--- src/rtl/stopwatch_ctrl_pkg.sv ---
// Shared definitions for the stopwatch control stage: state encoding and
// BCD digit limits for the preset clamp.
package stopwatch_ctrl_pkg;

  typedef enum logic [1:0] {
    IDLE  = 2'b00,
    RUN   = 2'b01,
    PAUSE = 2'b10
  } sw_state_e;

  localparam logic [3:0] UNITS_MAX = 4'd9;
  localparam logic [3:0] TENS_MAX  = 4'd5;

  function automatic logic [3:0] clamp_digit(input logic [3:0] d, input logic [3:0] lim);
    return (d > lim) ? lim : d;
  endfunction

endpackage

--- src/rtl/pb_debounce_onepulse.sv ---
// Pushbutton conditioner: 2-flop synchroniser, sampled shift-register
// debounce and a one-cycle pulse on the rising edge of the debounced level.
module pb_debounce_onepulse #(
  parameter int DB_LEN = 4
) (
  input  logic clk,
  input  logic rst_n,
  input  logic sample,
  input  logic pb,
  output logic pulse
);

  logic [1:0]        sync_q;
  logic [DB_LEN-1:0] shift_q;
  logic              level_q;
  logic              level_d_q;
  logic              pulse_q;

  always_ff @(posedge clk or negedge rst_n) begin
    if (!rst_n) begin
      sync_q    <= '0;
      shift_q   <= '0;
      level_q   <= 1'b0;
      level_d_q <= 1'b0;
      pulse_q   <= 1'b0;
    end else begin
      sync_q <= {sync_q[0], pb};
      if (sample)
        shift_q <= (shift_q << 1) | DB_LEN'(sync_q[1]);
      // Mixed history keeps the previous level (hysteresis against bounce).
      if (&shift_q)
        level_q <= 1'b1;
      else if (~|shift_q)
        level_q <= 1'b0;
      level_d_q <= level_q;
      pulse_q   <= level_q & ~level_d_q;
    end
  end

  assign pulse = pulse_q;

endmodule

--- src/rtl/stopwatch_ctrl.sv ---
// Stopwatch control stage: conditions start/reset buttons, sequences
// IDLE/RUN/PAUSE, divides clk to a count tick and latches the preset digits.
//
// state | meaning
// IDLE  | stopped, divider cleared, preset latch tracks the switches
// RUN   | divider counting, en ticks once per DIV_CNT cycles
// PAUSE | divider and preset held, no ticks
module stopwatch_ctrl
  import stopwatch_ctrl_pkg::*;
#(
  parameter int DIV_CNT = 100_000_000,
  parameter int DB_DIV  = 1_000_000,
  parameter int DB_LEN  = 4
) (
  input  logic       clk,
  input  logic       rst_n,
  input  logic       pb_start,
  input  logic       pb_rst,
  input  logic       sw_mode,
  input  logic [3:0] sw_init_1,
  input  logic [3:0] sw_init_0,
  output logic       en,
  output logic       pb_rst_debounced,
  output logic       mode_enable,
  output logic [3:0] initial_1,
  output logic [3:0] initial_0,
  output logic       running
);

  localparam int DBW = (DB_DIV > 1) ? $clog2(DB_DIV) : 1;
  localparam int DVW = $clog2(DIV_CNT);

  logic [DBW-1:0] db_cnt_q;
  logic           sample_q;
  logic           start_p;
  logic           rst_p;
  sw_state_e      state_q, state_nxt;
  logic [DVW-1:0] div_q;
  logic           en_q;
  logic           running_q;
  logic [1:0]     boot_q;
  logic           rst_db_q;
  logic           mode_q;
  logic [3:0]     tens_q, units_q;

  always_ff @(posedge clk or negedge rst_n) begin
    if (!rst_n) begin
      db_cnt_q <= '0;
      sample_q <= 1'b0;
    end else if (db_cnt_q == DBW'(DB_DIV - 1)) begin
      db_cnt_q <= '0;
      sample_q <= 1'b1;
    end else begin
      db_cnt_q <= db_cnt_q + DBW'(1);
      sample_q <= 1'b0;
    end
  end

  pb_debounce_onepulse #(.DB_LEN(DB_LEN)) u_db_start (
    .clk    (clk),
    .rst_n  (rst_n),
    .sample (sample_q),
    .pb     (pb_start),
    .pulse  (start_p)
  );

  pb_debounce_onepulse #(.DB_LEN(DB_LEN)) u_db_rst (
    .clk    (clk),
    .rst_n  (rst_n),
    .sample (sample_q),
    .pb     (pb_rst),
    .pulse  (rst_p)
  );

  always_comb begin
    state_nxt = state_q;
    if (rst_p) begin
      state_nxt = IDLE;
    end else if (start_p) begin
      case (state_q)
        IDLE:    state_nxt = RUN;
        RUN:     state_nxt = PAUSE;
        PAUSE:   state_nxt = RUN;
        default: state_nxt = IDLE;
      endcase
    end
  end

  always_ff @(posedge clk or negedge rst_n) begin
    if (!rst_n) begin
      state_q   <= IDLE;
      running_q <= 1'b0;
      div_q     <= '0;
      en_q      <= 1'b0;
      boot_q    <= 2'b00;
      rst_db_q  <= 1'b0;
      mode_q    <= 1'b0;
      tens_q    <= 4'd0;
      units_q   <= 4'd0;
    end else begin
      state_q   <= state_nxt;
      running_q <= (state_nxt == RUN);
      en_q      <= 1'b0;
      // Divider only advances on edges that stay in RUN, so the edge that
      // pauses neither counts nor ticks and the partial second survives.
      if (state_nxt == IDLE) begin
        div_q <= '0;
      end else if (state_q == RUN && state_nxt == RUN) begin
        if (div_q == DVW'(DIV_CNT - 1)) begin
          div_q <= '0;
          en_q  <= 1'b1;
        end else begin
          div_q <= div_q + DVW'(1);
        end
      end
      // Power-up reload fires once the preset latch has had a cycle to settle.
      boot_q   <= {boot_q[0], 1'b1};
      rst_db_q <= rst_p | (boot_q[0] & ~boot_q[1]);
      if (state_q == IDLE) begin
        mode_q  <= sw_mode;
        tens_q  <= clamp_digit(sw_init_1, TENS_MAX);
        units_q <= clamp_digit(sw_init_0, UNITS_MAX);
      end
    end
  end

  assign en               = en_q;
  assign running          = running_q;
  assign pb_rst_debounced = rst_db_q;
  assign mode_enable      = mode_q;
  assign initial_1        = mode_q ? tens_q  : 4'd0;
  assign initial_0        = mode_q ? units_q : 4'd0;

endmodule
--- config.mk ---
export PLATFORM = sky130hd
export DESIGN_NAME = stopwatch_ctrl
export DESIGN_NICKNAME = d
export VERILOG_FILES = /design/src/rtl/stopwatch_ctrl_pkg.sv /design/src/rtl/pb_debounce_onepulse.sv /design/src/rtl/stopwatch_ctrl.sv
export SDC_FILE = /design/constraint.sdc
export NUM_CORES = 1
export LEC_CHECK = 0
export CAP_MARGIN = 20
export CORE_MARGIN = 10
export CORE_UTILIZATION = 49
export CTS_CLUSTER_SIZE = 20
export DETAILED_ROUTE_END_ITERATION = 6
export PLACE_DENSITY = 0.77
export SLEW_MARGIN = 20
export SYNTH_ARGS = -nofsm -noshare
export SYNTH_HDL_FRONTEND = slang
export SYNTH_SLANG_ARGS = --single-unit
--- constraint.sdc ---
create_clock -name clk -period 2.75 [get_ports clk]
set_clock_uncertainty 0.1 [all_clocks]
set_input_delay 0.275 -clock clk [delete_from_list [all_inputs] [get_ports clk]]
set_output_delay 0.275 -clock clk [all_outputs]
set_load 0.05 [all_outputs]
Yosys cells after proc, flatten, opt, wreduce, memory -nomap -nowiden:

Cells that the tools add are included.

* bits in registers: 82
* output and inout bits: 12

* add/sub/neg operators: 2
* order comparisons: 2
* equal/unequal tests: 7
* mux-type cells: 19
* bitwise logic cells: 9
* reductions and logical operators: 9

Operator list (count)
* 2-to-1 mux 27 bit: 3
* adder 27 x 1 -> 27 bit, second input constant: 1
* equality test 27 bit, second input constant: 1
* adder 20 x 1 -> 20 bit, second input constant: 1
* equality test 20 bit, second input constant: 1
* 2-to-1 mux 20 bit: 1
* 2-to-1 mux 4 bit: 4
* 2-to-1 mux 1 bit: 8
* bitwise OR 4 x 1 -> 4 bit: 2
* AND reduction 4 bit: 2
* OR reduction 4 bit: 2
* equality test 2 x 1 -> 1 bit, second input constant: 2
* > comparator 4 x 3 -> 1 bit, second input constant: 1
* > comparator 4 bit, second input constant: 1
* zero test 2 bit: 2
* 2-to-1 mux 2 bit: 2
* inequality test 2 x 1 -> 1 bit, second input constant: 2
* case mux 2 bit (2 select lines): 1
* bitwise AND 1 bit: 3
* inverter 1 bit: 3
* equality test 2 bit, second input constant: 1
* nonzero test 2 bit: 1
* OR reduction 2 bit: 1
* logical AND 1 bit: 1
* bitwise OR 1 bit: 1

Depth between registers and ports, before layout:

* depth after elaboration: 9
* mapped depth: 9
* depth with buffers taken out: 6

Modules after synthesis:

A second synthesis with hierarchy kept.

* cell total of the unflattened synthesis: 361
* area, all modules: 3772.4 µm²

Modules (own cells, without submodules)
* stopwatch_ctrl: instances 1, cells each 327, area an instance 3166.8 µm², sequential area each 1601.5 µm²
* pb_debounce_onepulse: instances 2, cells each 17, area an instance 302.8 µm², sequential area each 225.2 µm²

Worst setup path after synthesis:

OpenSTA, ideal clock, no wires.

* path kind: register to register
* start: register div_q[17]
* end: register div_q[15]
* arrival: 1870 ps
* data required time: 2511 ps
* slack: 641 ps
* stages on the path, launching flop included: 7
* clock period less this slack: 2109 ps
* path through: dfrtp_1 > or4b_1 > nor4_4 > a21oi_4 > buf_6 > a41oi_1 > a31oi_1

* word-level cells in the longest chain between the ends: 4

RTL lines
* start, declared: RTL line stopwatch_ctrl.sv:38 `logic [DVW-1:0] div_q;`
* start signal, assigned: RTL line stopwatch_ctrl.sv:113 `div_q <= div_q + DVW'(1);`
* equality test 27 bit: RTL line stopwatch_ctrl.sv:109 `if (div_q == DVW'(DIV_CNT - 1)) begin`
* 2-to-1 mux 27 bit: RTL line stopwatch_ctrl.sv:109
* 2-to-1 mux 27 bit: RTL line stopwatch_ctrl.sv:108 `end else if (state_q == RUN && state_nxt == RUN) begin`
* 2-to-1 mux 27 bit: RTL line stopwatch_ctrl.sv:106 `if (state_nxt == IDLE) begin`

Every way passes these cells. The select of a mux whose other input is x is not followed.
A chain may end at the register's enable or synchronous reset.

Final worst setup path:

* start: register u_db_rst.pulse_q, in the netlist u_db_rst.pulse
* end: register div_q[14]

* word-level cells in the longest chain between the ends: 4
* elaborated cells on any way between the ends: 6
* those cells by class: eq/ne: 1; mux: 2; reduce/logical: 3

RTL lines
* start, declared: RTL line pb_debounce_onepulse.sv:17 `logic pulse_q;`
* start signal, assigned: RTL line pb_debounce_onepulse.sv:36 `pulse_q <= level_q & ~level_d_q;`
* 2-to-1 mux 2 bit *: RTL line stopwatch_ctrl.sv:77 `if (rst_p) begin`
* equality test 2 x 1 -> 1 bit: RTL line stopwatch_ctrl.sv:108
* logical AND 1 bit: RTL line stopwatch_ctrl.sv:108
* nonzero test 2 bit (no line)

Every way passes the cells marked *; elsewhere a longest branch is shown, timed or not.

==> reports/results.txt <==
worst setup path end: div_q[14]$_DFFE_PN0P_
r2r worst-path depth: 4
H-tree Lvls: 3
post-synthesis mux area share: 2.64%
n_diodes: 0
vias in the first global route: 2751
Tot GR Track Use: 13.5%
Synth Net Count: 383
synthesized area per cell: 10.3 um^2
status: finished clean
synth cell count leaders: dfrtp_1 (82), nand2_1 (39), a31oi_1 (27), nor2_1 (27), nand3_1 (22)
Cell variety after synth: 46
reg-to-reg critical path endpoint: div_q[14]$_DFFE_PN0P_
final setup TNS: 0 ns
largest family of logic cells by synthesized area: simple AND/OR/NAND/NOR gates
CP Class: reg2reg
startpoint types: flop
CP required: 2.93 ns
DRC violations left: 0
Slew Limit Fails: 0
Vias: 2932
Critical Path AT: 2.73 ns
Post-synth ARST share: 100%
clk buf depth: 2
largest net degree at the start of global routing: 83
CP startpoint: u_db_rst.pulse$_DFF_PN0_
Cell Count, Final, Fillers Out: 498
top_reg_cell synth: dfrtp_1
Worst-path clk slew: 0.09 ns
#FFs+latches synth: 82
Area contributors post-synth: dfrtp_1 (54%), a31oi_1 (4.5%), nand2_1 (3.9%)
placer congestion estimate: 0.877
antenna violations before repair: 0
Worst R2R Start: u_db_rst.pulse$_DFF_PN0_
total power: 2.32 mW
hold_ws: 0.244 ns
Initial Utilization: 51.4%
Synth Area in Simple Gates: 22.9%
fin util: 59.4%
Ports: 25
share of cells above drive strength 1: 9.27%
xor/xnor cell area share of the yosys netlist: 3.70%
root buf cell: clkbuf_8
r2r setup slk: 0.20 ns
first drt pass iteration count: 4
Post-CTS Hold Fix Bufs: 0
Worst Hold Launch: pb_rst
sequential area share after synthesis: 54.2%
Final Instance Area: 4380 um^2
compound-gate portion of the synthesized area: 13.5%
crit share post-route: 92.7%
DRT iter0 DRCs: 161
Area after DPL: 4110 um^2
PortBufs: 24
Mapped Area: 3780 um^2
worst rel slew slack: 40.7%
most frequent cell after synthesis: dfrtp_1
Min-Delay Path Class: in2reg
P&R area growth vs syn: 15.6%
DR vias/cell: 5.89
Maximum Capacitance Violations: 0
Worst-Margin Slew: 0.888 ns
gr ovfl total: 0
postcts setup bufs: 0
Synth top area share: 54.2%
clock latency on the worst-skew pair: 0.36 ns
row count: 31
Leak: 1.84 nW
Die Wd: 108 um
Final Hold Vio Count: 0
hpwl dp: 5.07 mm
EDFF count, synth: 0
DIE AREA: 11600 um^2
DR WL/cell: 15.4 um
Worst Path Max Fanout: 36
clock tree from TritonCTS: yes
die height: 108 um
worst slack at placement: 0.270 ns
final setup margin: 0.202 ns
first-pass GRT wire length: 12.9 mm
final wirelength: 7.69 mm
Synth area leader: dfrtp_1
Routed Antenna Nets: 0
core area: 7370 um^2
Cells after Synth: 368
placed cell count: 480
Final #Nets: 409
RSZ-0062 raised after global routing: no
Yosys warning total: 0
adder-cell share of the synthesized area: 0.661%
fmax: 392 MHz
Clock Sinks: 82
post_cts resized: 0
power density cells: 529 nW/um^2
number of buffers created by CTS: 9
VDD IR-drop max: 0.438 mV
final setup fails: 0
Tmin final: 2.55 ns
Critical Path End Type: flop
placed cells by master, fill, tap and decap left out, types with 3 or more instances in the layout:
| cell | n |
|---|---|
| xnor2_1 | 8 |
| nor3_1 | 8 |
| a31oi_1 | 27 |
| inv_6 | 3 |
| and4_1 | 7 |
| a41oi_1 | 9 |
| a21oi_1 | 17 |
| and3_1 | 8 |
| inv_1 | 4 |
| a21o_1 | 3 |
| mux2_2 | 8 |
| or3_1 | 3 |
| buf_4 | 5 |
| clkbuf_8 | 9 |
| nor2b_1 | 3 |
| xor2_1 | 8 |
| dfrtp_1 | 82 |
| o21ai_0 | 11 |
| nor2_1 | 27 |
| nand4_1 | 11 |
| and2_1 | 13 |
| nand2b_1 | 4 |
| nand3_1 | 22 |
| clkdlybuf4s50_1 | 23 |
| nand3b_1 | 6 |
| nand2_1 | 39 |
routing by layer:
layer,track usage [%],up-vias,part of all wire [%]
li1,-,1398,-
met1,16.7,1450,45
met2,21.6,75,47
met3,4.91,9,6.1
met4,3.72,0,1.1
met5,0,-,0
critical path: stages, from the launching register on:
cell and delay, ns:
dfrtp_1 0.45, or4b_2 0.76, a21oi_4 0.71, o21ai_0 0.23, a31oi_1 0.21
layout make-up:
| type | count | area (um^2) |
|---|---|---|
| clock inverters | 7 | 106 |
| inverters | 4 | 15.0 |
| repair buffers | 30 | 305 |
| flip-flops and latches | 82 | 2050 |
| clock buffers | 9 | 124 |
| fillers | 624 | 2990 |
| multi-input cells | 267 | 1650 |
| well taps | 99 | 124 |
flip-flops by register name (all words and copies together) (netlist names), 2 cells and up:
name                cells
state_q                 2
db_cnt_q               20
u_db_rst.shift_q        4
div_q                  27
boot_q                  2
u_db_start.shift_q      4
units_q                 4
u_db_start.sync_q       2
u_db_rst.sync_q         2
tens_q                  4
kinds of logic (layout without fill, tap and decap cells):
family / after synthesis / in the layout
simple gates: 161 / 161
flops: 82 / 82
compound gates: 78 / 78
buf+inv: 19 / 50
xor+xnor: 16 / 16
mux: 9 / 9
fa+ha+maj: 2 / 2
other cells: 1 / 1
how the worst min path moves through the flow:
stage	to	slack (ns)	cells after the start
2_1_floorplan	boot_q[0]$_DFF_PN0_	-0.12	0
3_3_place_gp	u_db_rst.sync_q[1]$_DFF_PN0_	0.23	0
3_5_place_dp	u_db_rst.sync_q[1]$_DFF_PN0_	0.24	0
4_1_cts	div_q[8]$_DFFE_PN0P_	0.02	1
5_1_grt	u_db_start.sync_q[0]$_DFF_PN0_	0.22	1
6_report	u_db_rst.sync_q[0]$_DFF_PN0_	0.24	1
power by group:
part / switching (mW) / total [mW] / internal [mW]
Sequential: 0.00557 / 1.22 / 1.22
Clock: 0.471 / 0.999 / 0.529
Combinational: 0.0584 / 0.0955 / 0.0370
No activity file was read; power rests on OpenSTA's default activity.
